==> config.mk <==
export PLATFORM = sky130hd
export DESIGN_NAME = binary_gcd_unit
export DESIGN_NICKNAME = d
export VERILOG_FILES = /design/src/rtl/binary_gcd_unit_pkg.sv /design/src/rtl/gcd_shift_stage.sv /design/src/rtl/binary_gcd_unit.sv
export SDC_FILE = /design/constraint.sdc
export NUM_CORES = 1
export LEC_CHECK = 0
export CAP_MARGIN = 10
export CORE_MARGIN = 2
export CORE_UTILIZATION = 45
export CTS_CLUSTER_SIZE = 12
export DETAILED_ROUTE_END_ITERATION = 7
export PLACE_DENSITY = 0.71
export SYNTH_ARGS = -nofsm -noshare
export SYNTH_HDL_FRONTEND = slang
export SYNTH_SLANG_ARGS = --single-unit
==> constraint.sdc <==
create_clock -name clk -period 4.77 [get_ports clk]
set_input_delay 1.431 -clock clk [delete_from_list [all_inputs] [get_ports clk]]
set_output_delay 1.431 -clock clk [all_outputs]
set_load 0.03 [all_outputs]
==> src/rtl/binary_gcd_unit_pkg.sv <==
// Shared definitions for the binary GCD engine: default width, the
// power-of-two counter width and the FSM state encoding.
package binary_gcd_unit_pkg;

   // Default operand / result width.
   localparam int W_DEFAULT = 8;

   // Width of the shared power-of-two counter k. For W=8 the largest
   // common power of two among nonzero operands is 2^7, so 3 bits suffice.
   localparam int K_W = 3;

   // Engine states, 3-bit binary encoding.
   typedef enum logic [2:0] {
      ST_IDLE   = 3'd0,
      ST_FACTOR = 3'd1,
      ST_REDUCE = 3'd2,
      ST_SCALE  = 3'd3,
      ST_DONE   = 3'd4
   } state_t;

endpackage

==> src/rtl/gcd_shift_stage.sv <==
// Combinational one-position shifter with a serial-in bit.
// left only  : q = {d[W-2:0], si}
// right only : q = {si, d[W-1:1]}
// neither or both set: pass-through.
module gcd_shift_stage #(
   parameter int W = 8
) (
   input  logic         si,
   input  logic         left,
   input  logic         right,
   input  logic [W-1:0] d,
   output logic [W-1:0] q
);

   // Select the shifted or unshifted operand.
   always_comb begin
      q = d;
      if (left && !right) begin
         q = {d[W-2:0], si};
      end else if (right && !left) begin
         q = {si, d[W-1:1]};
      end
   end

endmodule

==> src/rtl/binary_gcd_unit.sv <==
// Sequential GCD engine using Stein's binary algorithm. One shift,
// compare or subtract step per clock. All outputs are registered.
//
// Handshake: start is sampled only in IDLE; the cycle after acceptance
// busy rises and stays high through the single-cycle done pulse, at which
// point gcd is valid. gcd holds until the next result is written. start
// outside IDLE is ignored, never queued.
module binary_gcd_unit
   import binary_gcd_unit_pkg::*;
#(
   parameter int W = W_DEFAULT
) (
   input  logic         clk,
   input  logic         rst,
   input  logic         start,
   input  logic [W-1:0] a,
   input  logic [W-1:0] b,
   output logic         busy,
   output logic         done,
   output logic [W-1:0] gcd
);

   localparam logic [K_W-1:0] K_ONE = K_W'(1);

   state_t          state;
   logic [W-1:0]    ra;
   logic [W-1:0]    rb;
   logic [K_W-1:0]  k;

   // Shifter controls and results.
   logic            a_left;
   logic            a_right;
   logic [W-1:0]    sh_a;
   logic [W-1:0]    sh_b;

   // Comparator / subtractor results.
   logic            a_eq_b;
   logic            a_gt_b;
   logic [W-1:0]    diff_ab;
   logic [W-1:0]    diff_ba;

   // Left shift only doubles the result in SCALE; right shifts halve
   // operands in FACTOR and REDUCE.
   always_comb begin
      a_left  = (state == ST_SCALE);
      a_right = (state == ST_FACTOR) || (state == ST_REDUCE);
   end

   gcd_shift_stage #(.W(W)) u_shift_a (
      .si    (1'b0),
      .left  (a_left),
      .right (a_right),
      .d     (ra),
      .q     (sh_a)
   );

   gcd_shift_stage #(.W(W)) u_shift_b (
      .si    (1'b0),
      .left  (1'b0),
      .right (a_right),
      .d     (rb),
      .q     (sh_b)
   );

   // Magnitude compare and both subtraction directions; the larger
   // operand is always the minuend, so no underflow is ever selected.
   always_comb begin
      a_eq_b  = (ra == rb);
      a_gt_b  = (ra > rb);
      diff_ab = ra - rb;
      diff_ba = rb - ra;
   end

   // Control FSM with registered outputs; reset aborts any computation.
   always_ff @(posedge clk) begin
      if (rst) begin
         state <= ST_IDLE;
         ra    <= '0;
         rb    <= '0;
         k     <= '0;
         busy  <= 1'b0;
         done  <= 1'b0;
         gcd   <= '0;
      end else begin
         case (state)
            ST_IDLE: begin
               if (start) begin
                  ra   <= a;
                  rb   <= b;
                  k    <= '0;
                  busy <= 1'b1;
                  if ((a == '0) || (b == '0)) begin
                     // gcd(x,0) = x, and gcd(0,0) = 0.
                     state <= ST_DONE;
                     done  <= 1'b1;
                     gcd   <= a | b;
                  end else begin
                     state <= ST_FACTOR;
                  end
               end
            end

            ST_FACTOR: begin
               if (!ra[0] && !rb[0]) begin
                  ra <= sh_a;
                  rb <= sh_b;
                  k  <= k + K_ONE;
               end else begin
                  state <= ST_REDUCE;
               end
            end

            ST_REDUCE: begin
               if (!ra[0]) begin
                  ra <= sh_a;
               end else if (!rb[0]) begin
                  rb <= sh_b;
               end else if (a_eq_b) begin
                  state <= ST_SCALE;
               end else if (a_gt_b) begin
                  ra <= diff_ab;
               end else begin
                  rb <= diff_ba;
               end
            end

            ST_SCALE: begin
               if (k != '0) begin
                  ra <= sh_a;
                  k  <= k - K_ONE;
               end else begin
                  state <= ST_DONE;
                  done  <= 1'b1;
                  gcd   <= ra;
               end
            end

            ST_DONE: begin
               done  <= 1'b0;
               busy  <= 1'b0;
               state <= ST_IDLE;
            end

            default: begin
               state <= ST_IDLE;
               busy  <= 1'b0;
               done  <= 1'b0;
            end
         endcase
      end
   end

endmodule

# ---- Word-level counts from Yosys, hierarchy flattened
# Index checks and enable logic that the tools add are counted.
# Widths: inputs -> output; s select.
dict set report totals {
  wordCells 103
  regBits 32
  out_inout_bits 10
}
dict set report classes {
  reduce_logical 28
  addsub 4
  n_lt_le_gt_ge 1
  eq_ne 18
  bitwise 3
  mux 40
}
# operator count
set ops {}
lappend ops {{$mux 8} 19}
lappend ops {{$pmux 8 s4} 1}
lappend ops {{$mux 3} 10}
lappend ops {{$pmux 8 s3} 1}
lappend ops {{$reduce_and 4->1} 5}
lappend ops {{$logic_not 8->1} 2}
lappend ops {{$ne 2x2->1 const B} 8}
lappend ops {{$pmux 8 s2} 1}
lappend ops {{$sub 8x8->8} 2}
lappend ops {{$ne 3x3->1 const B} 5}
lappend ops {{$pmux 3 s4} 1}
lappend ops {{$reduce_and 6->1} 2}
lappend ops {{$pmux 3 s3} 1}
lappend ops {{$reduce_bool 3->1} 3}
lappend ops {{$eq 8x8->1} 1}
lappend ops {{$gt 8x8->1} 1}
lappend ops {{$or 8x8->8} 1}
lappend ops {{$reduce_and 7->1} 1}
lappend ops {{$eq 3x2->1 const B} 2}
lappend ops {{$logic_not 1->1} 4}
lappend ops {{$mux 1} 4}
lappend ops {{$reduce_bool 4->1} 1}
lappend ops {{$add 3x1->3 const B} 1}
lappend ops {{$eq 3x1->1 const B} 1}
lappend ops {{12 further kinds} 16}

# ---- Depth between registers and ports, before layout
# Gate-level depths: netlist (run 1).
dict set report depth {
  depth_word 7
  ltp_mapped 11
  ltp_nobuf 9
}

# ---- Cells and area by module
# From an unflattened synthesis (run 1), not the netlist that was laid out.
dict set report unflattened {
  hier_cells 378
  area_unflattened_um2 3007.9
}
# module seq_area_each_um2 cells_each instances area_each_um2
set by_module_without_submodules {}
lappend by_module_without_submodules {binary_gcd_unit 640.6 340 1 2635.0}
lappend by_module_without_submodules {gcd_shift_stage 0.0 19 2 186.4}

# ---- Least setup slack after synthesis (run 1)
# OpenSTA, ideal clock, no wires.
dict set report synth_timing {
  path_type {input-to-reg}
  from {input port a[6]}
  to {register gcd[0]}
  required_time_ps 4632
  stages 6
  arrival_ps 2648
  setup_time_ps 138
  slack_ps 1984
  cell_sequence {nor4_1 -> nand2_1 -> a2111oi_0 -> o21ai_0 -> buf_1 -> mux2i_1}
}
dict set report synth_between {
  elab_chain_cells 4
}
# item line_no
set synth_lines {}
lappend synth_lines {{from (decl)} binary_gcd_unit.sv:16} ;# input logic [W-1:0] a,
lappend synth_lines {{$logic_not 8->1} binary_gcd_unit.sv:92} ;# if ((a == '0) || (b == '0)) begin
lappend synth_lines {{$logic_or 1x1->1} binary_gcd_unit.sv:92}
lappend synth_lines {{$ne 2x2->1 (no source line)} -}
lappend synth_lines {{$reduce_and 4->1 (no source line)} -}
lappend synth_lines {{to (signal assigned)} binary_gcd_unit.sv:96} ;# gcd <= a | b;
lappend synth_lines {{to (signal assigned)} binary_gcd_unit.sv:134} ;# gcd <= ra;
lappend synth_lines {{to (decl)} binary_gcd_unit.sv:20} ;# output logic [W-1:0] gcd
# No other way between the ends.
# A chain may end at the register's enable or synchronous reset.

==> results of run 1 <==
## logic make-up (layout without fill, tap and decap cells)
| family | Yosys count | in the layout | synth area share (%) |
|---|---|---|---|
| adder cells (fa/ha/maj) | 20 | 20 | 9.50 |
| AND/OR/NAND/NOR | 99 | 99 | 18.4 |
| XOR/XNOR | 5 | 5 | 1.53 |
| multiplexers | 17 | 17 | 6.14 |
| AO/OA/AOI/OAI | 135 | 135 | 35.0 |
| buffers and inverters | 50 | 67 | 7.15 |
| flip-flops | 32 | 32 | 22.3 |
## cells in the mapped netlist, types with 3 or more instances
cell / number / share of area, %
a211oi_1: 10 / 2.6
nor4_1: 4 / 0.87
o21a_1: 3 / 0.78
o31ai_1: 7 / 1.8
nor3_1: 5 / 0.87
a222oi_1: 5 / 1.7
o311ai_0: 8 / 2.4
o21bai_1: 3 / 0.78
fa_1: 3 / 2.1
inv_1: 30 / 3.9
nand3_1: 6 / 1.0
a31oi_1: 5 / 1.1
dfxtp_1: 32 / 22
mux2_2: 5 / 2.0
a21o_1: 4 / 1.0
o21ai_0: 24 / 4.2
a22oi_1: 8 / 2.1
nand2b_1: 3 / 0.65
buf_2: 5 / 0.87
clkbuf_1: 11 / 1.4
xor2_1: 3 / 0.92
a311oi_2: 3 / 1.6
and3_1: 3 / 0.65
nor2_1: 16 / 2.1
a221oi_1: 3 / 0.92
nor2b_1: 6 / 1.3
nand2_1: 32 / 4.2
a21oi_1: 29 / 5.1
ha_1: 17 / 7.4
mux2i_1: 12 / 4.2
nor3b_1: 10 / 2.6
## final cells by class
type	instances	area (um^2)	area share, %
multi-input combinational	276	2030	61.9
tap	77	96.3	2.95
clock inverter	2	35.0	1.07
inverter	30	113	3.44
timing repair buffer	29	288	8.80
sequential	32	641	19.6
clock buffer	6	72.6	2.22
## state kept, by name, summed over array words and instances (netlist names)
signal and cells:
gcd 8, ra 8, state 3, done 1
rb 8, k 3, busy 1
## stage by stage
| step | power (W) | cells | worst slack (ps) | area (um^2) |
|---|---|---|---|---|
| after floorplan | 0.00179 | 358 | 1980 | 2870 |
| after global placement | 0.00209 | 444 | 1310 | 3160 |
| after detailed placement | 0.00212 | 444 | 1250 | 3160 |
| after CTS | 0.00239 | 452 | 1570 | 3270 |
| after global routing | 0.00262 | 452 | 1380 | 3270 |
| final | 0.00243 | 452 | 1560 | 3270 |
## power by group through the flow
stage / sequential [W] / clock (W) / combinational (W)
5_1_grt: 0.000517 / 0.000280 / 0.00182
2_1_floorplan: 0.000436 / 0 / 0.00135
4_1_cts: 0.000499 / 0.000267 / 0.00162
3_5_place_dp: 0.000504 / 0 / 0.00161
6_report: 0.000507 / 0.000266 / 0.00165
3_3_place_gp: 0.000501 / 0 / 0.00159
## layout by cell type (no fill, tap or decap), types with 3 or more instances in the layout
| cell type | count |
|---|---|
| nor3_1 | 5 |
| o311ai_0 | 8 |
| ha_1 | 17 |
| o31ai_1 | 7 |
| dfxtp_1 | 32 |
| a311oi_2 | 3 |
| a21o_1 | 4 |
| fa_1 | 3 |
| a31oi_1 | 5 |
| a222oi_1 | 5 |
| nor2_1 | 16 |
| nor4_1 | 4 |
| o21bai_1 | 3 |
| nand3_1 | 6 |
| a221oi_1 | 3 |
| nor2b_1 | 6 |
| and3_1 | 3 |
| mux2_2 | 5 |
| nand2_1 | 32 |
| a211oi_1 | 10 |
| inv_1 | 30 |
| nand2b_1 | 3 |
| xor2_1 | 3 |
| a21oi_1 | 29 |
| mux2i_1 | 12 |
| nor3b_1 | 10 |
| clkbuf_8 | 5 |
| o21a_1 | 3 |
| a22oi_1 | 8 |
| o21ai_0 | 24 |
| clkdlybuf4s50_1 | 28 |
## worst paths after layout
check             startpoint      to  slack [ps]  depth (start not counted)
setup reg to reg       ra[5]   ra[5]        1730                          7
hold / removal          done    done         460                          2
setup / recovery         rst  gcd[6]        1560                          4
hold reg to reg         done    done         460                          2
## critical path: stages
cell             delay [ps]
clkdlybuf4s50_1        1040
inv_1                   550
o311ai_0                240
mux2i_1                 110
## routing by layer
| layer | GRT usage, % | part of all wire (%) | up-vias |
|---|---|---|---|
| li1 | - | - | 1377 |
| met5 | 0 | 0 | - |
| met2 | 38.5 | 46 | 154 |
| met3 | 4.65 | 8.7 | 10 |
| met4 | 5.87 | 1.1 | 0 |
| met1 | 34.7 | 45 | 1392 |
==> implementation parameters, run 1 <==
Parameter                              Value

Outcome
  Run status ... finished clean

STA
  Final number of setup-violating endpoints ... 0
  Min Tclk post-route ... 3210 ps
  Hold slack ... 458 ps
  Final Max Tran Viols ... 0
  Setup TNS ... 0 ps
  Unrepaired setup endpoints after global routing ... no
  Worst setup skew after layout ... 4.66 ps
  Relative slew margins ... 36.0%
  Worst Tran Pin Value ... 959 ps
  Final Hold Violating Endpoints ... 0
  Highest Clock Rate ... 312 MHz
  Final period utilization ... 67.2%

Cells and area
  Layout cell share with drive strength beyond 1 ... 8.00%
  Net count reported at finish ... 413
  Synth-to-Final Area Change ... 13.9%
  Final antenna diode count ... 0
  Fill cell instance count of the final layout ... 605
  Final core occ ... 52.1%

CTS
  Number of resized instances in the post-cts repair step ... 0
  Clock edge transition at the registers on the reported setup and hold paths ... 70 ps
  Clock insertion delay at the later pin of the skew report ... 290 ps
  TritonCTS Sinks ... 32
  Clock tree root buffer cell ... clkbuf_8
  CTS tree ... built
  H-tree level count ... 2
  Post-CTS Setup Bufs ... 0
  Deepest clock path buffer count ... 2
  Cts-stage hold buffer count ... 0
  Number of buffers inserted during clock tree synthesis ... 5

Global route
  Overflow left after global routing ... 0
  Vias in the first global route ... 2,649
  Antenna violations before repair ... 0
  Wire length of the first global-routing pass ... 13,800 um
  GRT Total Usage ... 24.5%
  Pin count of the biggest net entering global routing ... 31

Drt
  Remaining DRCs ... 0
  Wire length after detailed routing ... 8540 um
  Antenna Nets Post-Route ... 0
  Total number of vias ... 2,933
  Average wire per standard cell ... 18.9 um
  Initial drt markers ... 378
  Mean number of vias per cell ... 6.49
  Router iterations before antenna repair ... 5

Critical path
  Kind of critical path ... primary input to flop
  Crit path launch type ... primary input
  CP arrival ... 3370 ps
  CP Max Fanout ... 22
  Crit. End Element ... flop
  Worst path required time ... 4940 ps

Die
  I/O pins ... 29
  Die outline width ... 83.9 um
  Starting density of the core ... 45.7%
  Die height ... 83.9 um
  # rows ... 29
  Area of the die ... 7040 um^2
  Core area ... 6280 um^2

Power
  Switching share of power ... 51.4%
  Maximum VDD drop ... 0.403 mV
  Share of total power in combinational logic ... 68.1%
  Switching component of the power ... 0.00125 W
  Internal power ... 0.00118 W
  Part of the power in the clock network ... 11.0%
  Sequential fraction of design power ... 20.9%
  Pwr per Cell Area ... 742 nW/um^2
  Leakage ... 1.21 nW

Logic synthesis
  Post-synth ARST share ... 0%
  Summed instance area of the synthesized netlist ... 2870 um^2
  Part of the Yosys area used for sequential elements ... 22.3%
  Cells after synthesis ... 358
  Most frequently used flop master after synthesis ... dfxtp_1
  Number of nets produced by synthesis ... 397
  Number of synthesized flops with an enable pin ... 0
  Syn_area_per_cell ... 8.02 um^2
  Yosys warnings ... 0
  Library cells used by synthesis ... 66
  Number of register bits inferred by synthesis ... 32

Worst hold path
  Class of the tightest hold or removal check ... flop to flop

Placed design
  Number of I/O port buffers ... 28
  Placer's final routability congestion estimate ... 0.926
  Estimated wirelength of the detail-placed design ... 6410 um

Flow run
  Max-cap check violation count ... 0
Note: power is estimated with default switching activity, not from simulation.
==> inputs of run 2 (changes only) <==
--- a/config.mk
+++ b/config.mk
@@ -10,7 +10,7 @@
 export CORE_UTILIZATION = 45
 export CTS_CLUSTER_SIZE = 12
 export DETAILED_ROUTE_END_ITERATION = 7
-export PLACE_DENSITY = 0.71
+export PLACE_DENSITY = 0.74
 export SYNTH_ARGS = -nofsm -noshare
 export SYNTH_HDL_FRONTEND = slang
 export SYNTH_SLANG_ARGS = --single-unit
==> constraint.sdc (replaced) <==
create_clock -name clk -period 2.85 [get_ports clk]
set_input_delay 0.855 -clock clk [delete_from_list [all_inputs] [get_ports clk]]
set_output_delay 0.855 -clock clk [all_outputs]
set_load 0.03 [all_outputs]
==> run 2 against run 1 <==
Effect of this change:
- the run now ends with design-rule violations left
- clock power increased by 83%
- cell count increased by 5.3%
- power increased by 78%
- first-iteration DRC count decreased by 15%
- critical path depth increased by 5
- sequential share of layout area decreased by 1.1 points
- design area increased by 6.1%
- routed wire length increased by 2.6%
- register-to-register slack got worse by 1500 ps
- critical endpoint is now rb[6]
- highest routed layer unchanged
==> implementation parameters, run 2 (same netlist as run 1, synthesis figures left out) <==
Parameter                              Value

Die
  Area of the die ... 7040 um^2 (unchanged)
  Core area ... 6280 um^2 (unchanged)
  I/O pins ... 29 (unchanged)
  Die height ... 83.9 um (unchanged)
  Starting density of the core ... 45.7% (unchanged)
  Die outline width ... 83.9 um (unchanged)
  # rows ... 29 (unchanged)

CTS
  H-tree level count ... 2 (unchanged)
  Clock tree root buffer cell ... clkbuf_8
  TritonCTS Sinks ... 32 (unchanged)
  Post-CTS Setup Bufs ... 0 (unchanged)
  Clock insertion delay at the later pin of the skew report ... 280 ps (about the same)
  Cts-stage hold buffer count ... 0 (unchanged)
  Number of resized instances in the post-cts repair step ... 0 (unchanged)
  Number of buffers inserted during clock tree synthesis ... 5 (unchanged)
  Clock edge transition at the registers on the reported setup and hold paths ... 70 ps (about the same)
  CTS tree ... built
  Deepest clock path buffer count ... 2 (unchanged)

Critical path
  Crit path launch type ... flop
  Kind of critical path ... flop to flop
  Longest individual stage delay on the worst path ... 430 ps (-610 ps)
  Critical path's most frequent cell ... inv_1
  Critical Path Slowest Stage Cell ... fa_1
  Worst path required time ... 3080 ps (-1860 ps)
  Cell Chain, Critical Path ... inv_1, ha_1, inv_1, fa_1, a211oi_4, o21ai_2, a32oi_2, and2_1, o221a_2
  CP Max Fanout ... 7 (-68%)
  Crit. End Element ... flop
  CP arrival ... 2830 ps (-540 ps)

Drt
  Mean number of vias per cell ... 6.37 (-1.9%)
  Wire length after detailed routing ... 8770 um (+2.6%)
  Initial drt markers ... 322 (-15%)
  Router iterations before antenna repair ... 8 (+3)
  Average wire per standard cell ... 18.4 um (-2.5%)
  Total number of vias ... 3,030 (+3.3%)
  Antenna Nets Post-Route ... 0 (unchanged)
  Remaining DRCs ... 2 (+2)

Power
  Leakage ... 1.33 nW (+11%)
  Maximum VDD drop ... 0.701 mV (+74%)
  Pwr per Cell Area ... 1240 nW/um^2 (+68%)

Placed design
  Estimated wirelength of the detail-placed design ... 6790 um (+5.9%)
  Cell area after placement ... 3340 um^2 (+5.7%)
  Placer's final routability congestion estimate ... 0.956 (+3.3%)
  Placement Setup Slack ... 78.1 ps (-1170 ps)
  Number of I/O port buffers ... 28 (unchanged)

STA
  Worst setup margin ... 254 ps (-1310 ps)
  Final number of setup-violating endpoints ... 0 (unchanged)
  Final period utilization ... 91.1%
  Final Max Tran Viols ... 0 (unchanged)
  Highest Clock Rate ... 385 MHz
  Min Tclk post-route ... 2600 ps
  Unrepaired setup endpoints after global routing ... no
  Worst Tran Pin Value ... 624 ps (-335 ps)
  Relative slew margins ... 58.3% (+22 points)
  Final Hold Violating Endpoints ... 0 (unchanged)
  Worst setup skew after layout ... 5.57 ps (+0.910 ps)
  Setup TNS ... 0 ps (unchanged)

Global route
  Wire length of the first global-routing pass ... 14,200 um (+2.4%)
  Vias in the first global route ... 2,878 (+8.6%)
  GRT Total Usage ... 24.9% (+0.39 points)
  Overflow left after global routing ... 0 (unchanged)
  Pin count of the biggest net entering global routing ... 23 (-26%)
  Antenna violations before repair ... 0 (unchanged)

Cells and area
  Fin area ... 3470 um^2 (+6.1%)
  Biggest regs ... gcd x8, ra x8, rb x8
  Fill cell instance count of the final layout ... 568 (-6.1%)
  Final antenna diode count ... 0 (unchanged)
  Commonest cells after routing, fill and taps aside ... nand2_1 (32), dfxtp_1 (32), inv_1 (30)
  Final core occ ... 55.3% (+3.2 points)
  Synth-to-Final Area Change ... 20.8%
  Reg area ... 641 um^2 (unchanged)
  Layout cell share with drive strength beyond 1 ... 13.8% (+5.8 points)
  Footprint of the multi-input gates ... 2030 um^2 (unchanged)
  Net count reported at finish ... 437 (+5.8%)

Outcome
  Failing checks ... design-rule violations
  Run status ... finished, violations left

Worst hold path
  Class of the tightest hold or removal check ... flop to flop

Flow run
  Max-cap check violation count ... 0 (unchanged)
-- run 2: changes by cell type in the layout (fill, tap and decap cells not counted), sizes merged --
cell / before / now
buf: 1 / 25
clkbuf: 6 / 7
clkinv: 1 / 0
-- run 2: report_power, final --
part	leakage (nW)	internal, W	switching, W	total (W)
clock	0.0645	0.000309	0.000178	0.000487
combinational	1.01	0.00130	0.00176	0.00306
sequential	0.262	0.000583	0.000185	0.000768
total	1.33	0.00219	0.00213	0.00432
-- run 2: routing by layer --
metal | vias up | wire length (um) | share of wire (%) | GRT usage, %
li1 | 1422 | - | - | -
met1 | 1404 | 3730 | 43 | 33.3
met2 | 169 | 3990 | 45 | 40.0
met3 | 35 | 758 | 8.6 | 4.06
met4 | 0 | 294 | 3.4 | 9.82
met5 | - | 0 | 0 | 0
-- run 2: area by class of cell --
cell class | count | share of cell area (%)
clock inverter | 1 | 0.865
tap | 77 | 2.78
sequential | 32 | 18.5
inverter | 30 | 3.25
timing repair buffer | 53 | 13.5
clock buffer | 7 | 2.78
multi-input combinational | 276 | 58.4
-- run 2: worst paths after layout --
check	depth (start not counted)	endpoint	slack, ps	start
setup / recovery	9	rb[6]	250	ra[0]
hold / removal	2	done	450	done
setup reg to reg	9	rb[6]	250	ra[0]
hold reg to reg	2	done	450	done
-- run 2: stage by stage --
| stage | cells | power, W | hold WS (ps) |
|---|---|---|---|
| after detailed placement | 468 | 0.00376 | 449 |
| after floorplan | 358 | 0.00299 | 466 |
| after global routing | 476 | 0.00465 | 480 |
| after global placement | 468 | 0.00372 | 443 |
| final | 476 | 0.00432 | 454 |
| after CTS | 476 | 0.00426 | 460 |
-- run 2: worst max-delay path: cells and delay by family (launching register included) --
family / cells / cell delay, ps
buf+inv: 2 / 140
simple gates: 1 / 360
fa+ha+maj: 2 / 620
flops: 1 / 320
compound gates: 4 / 1100
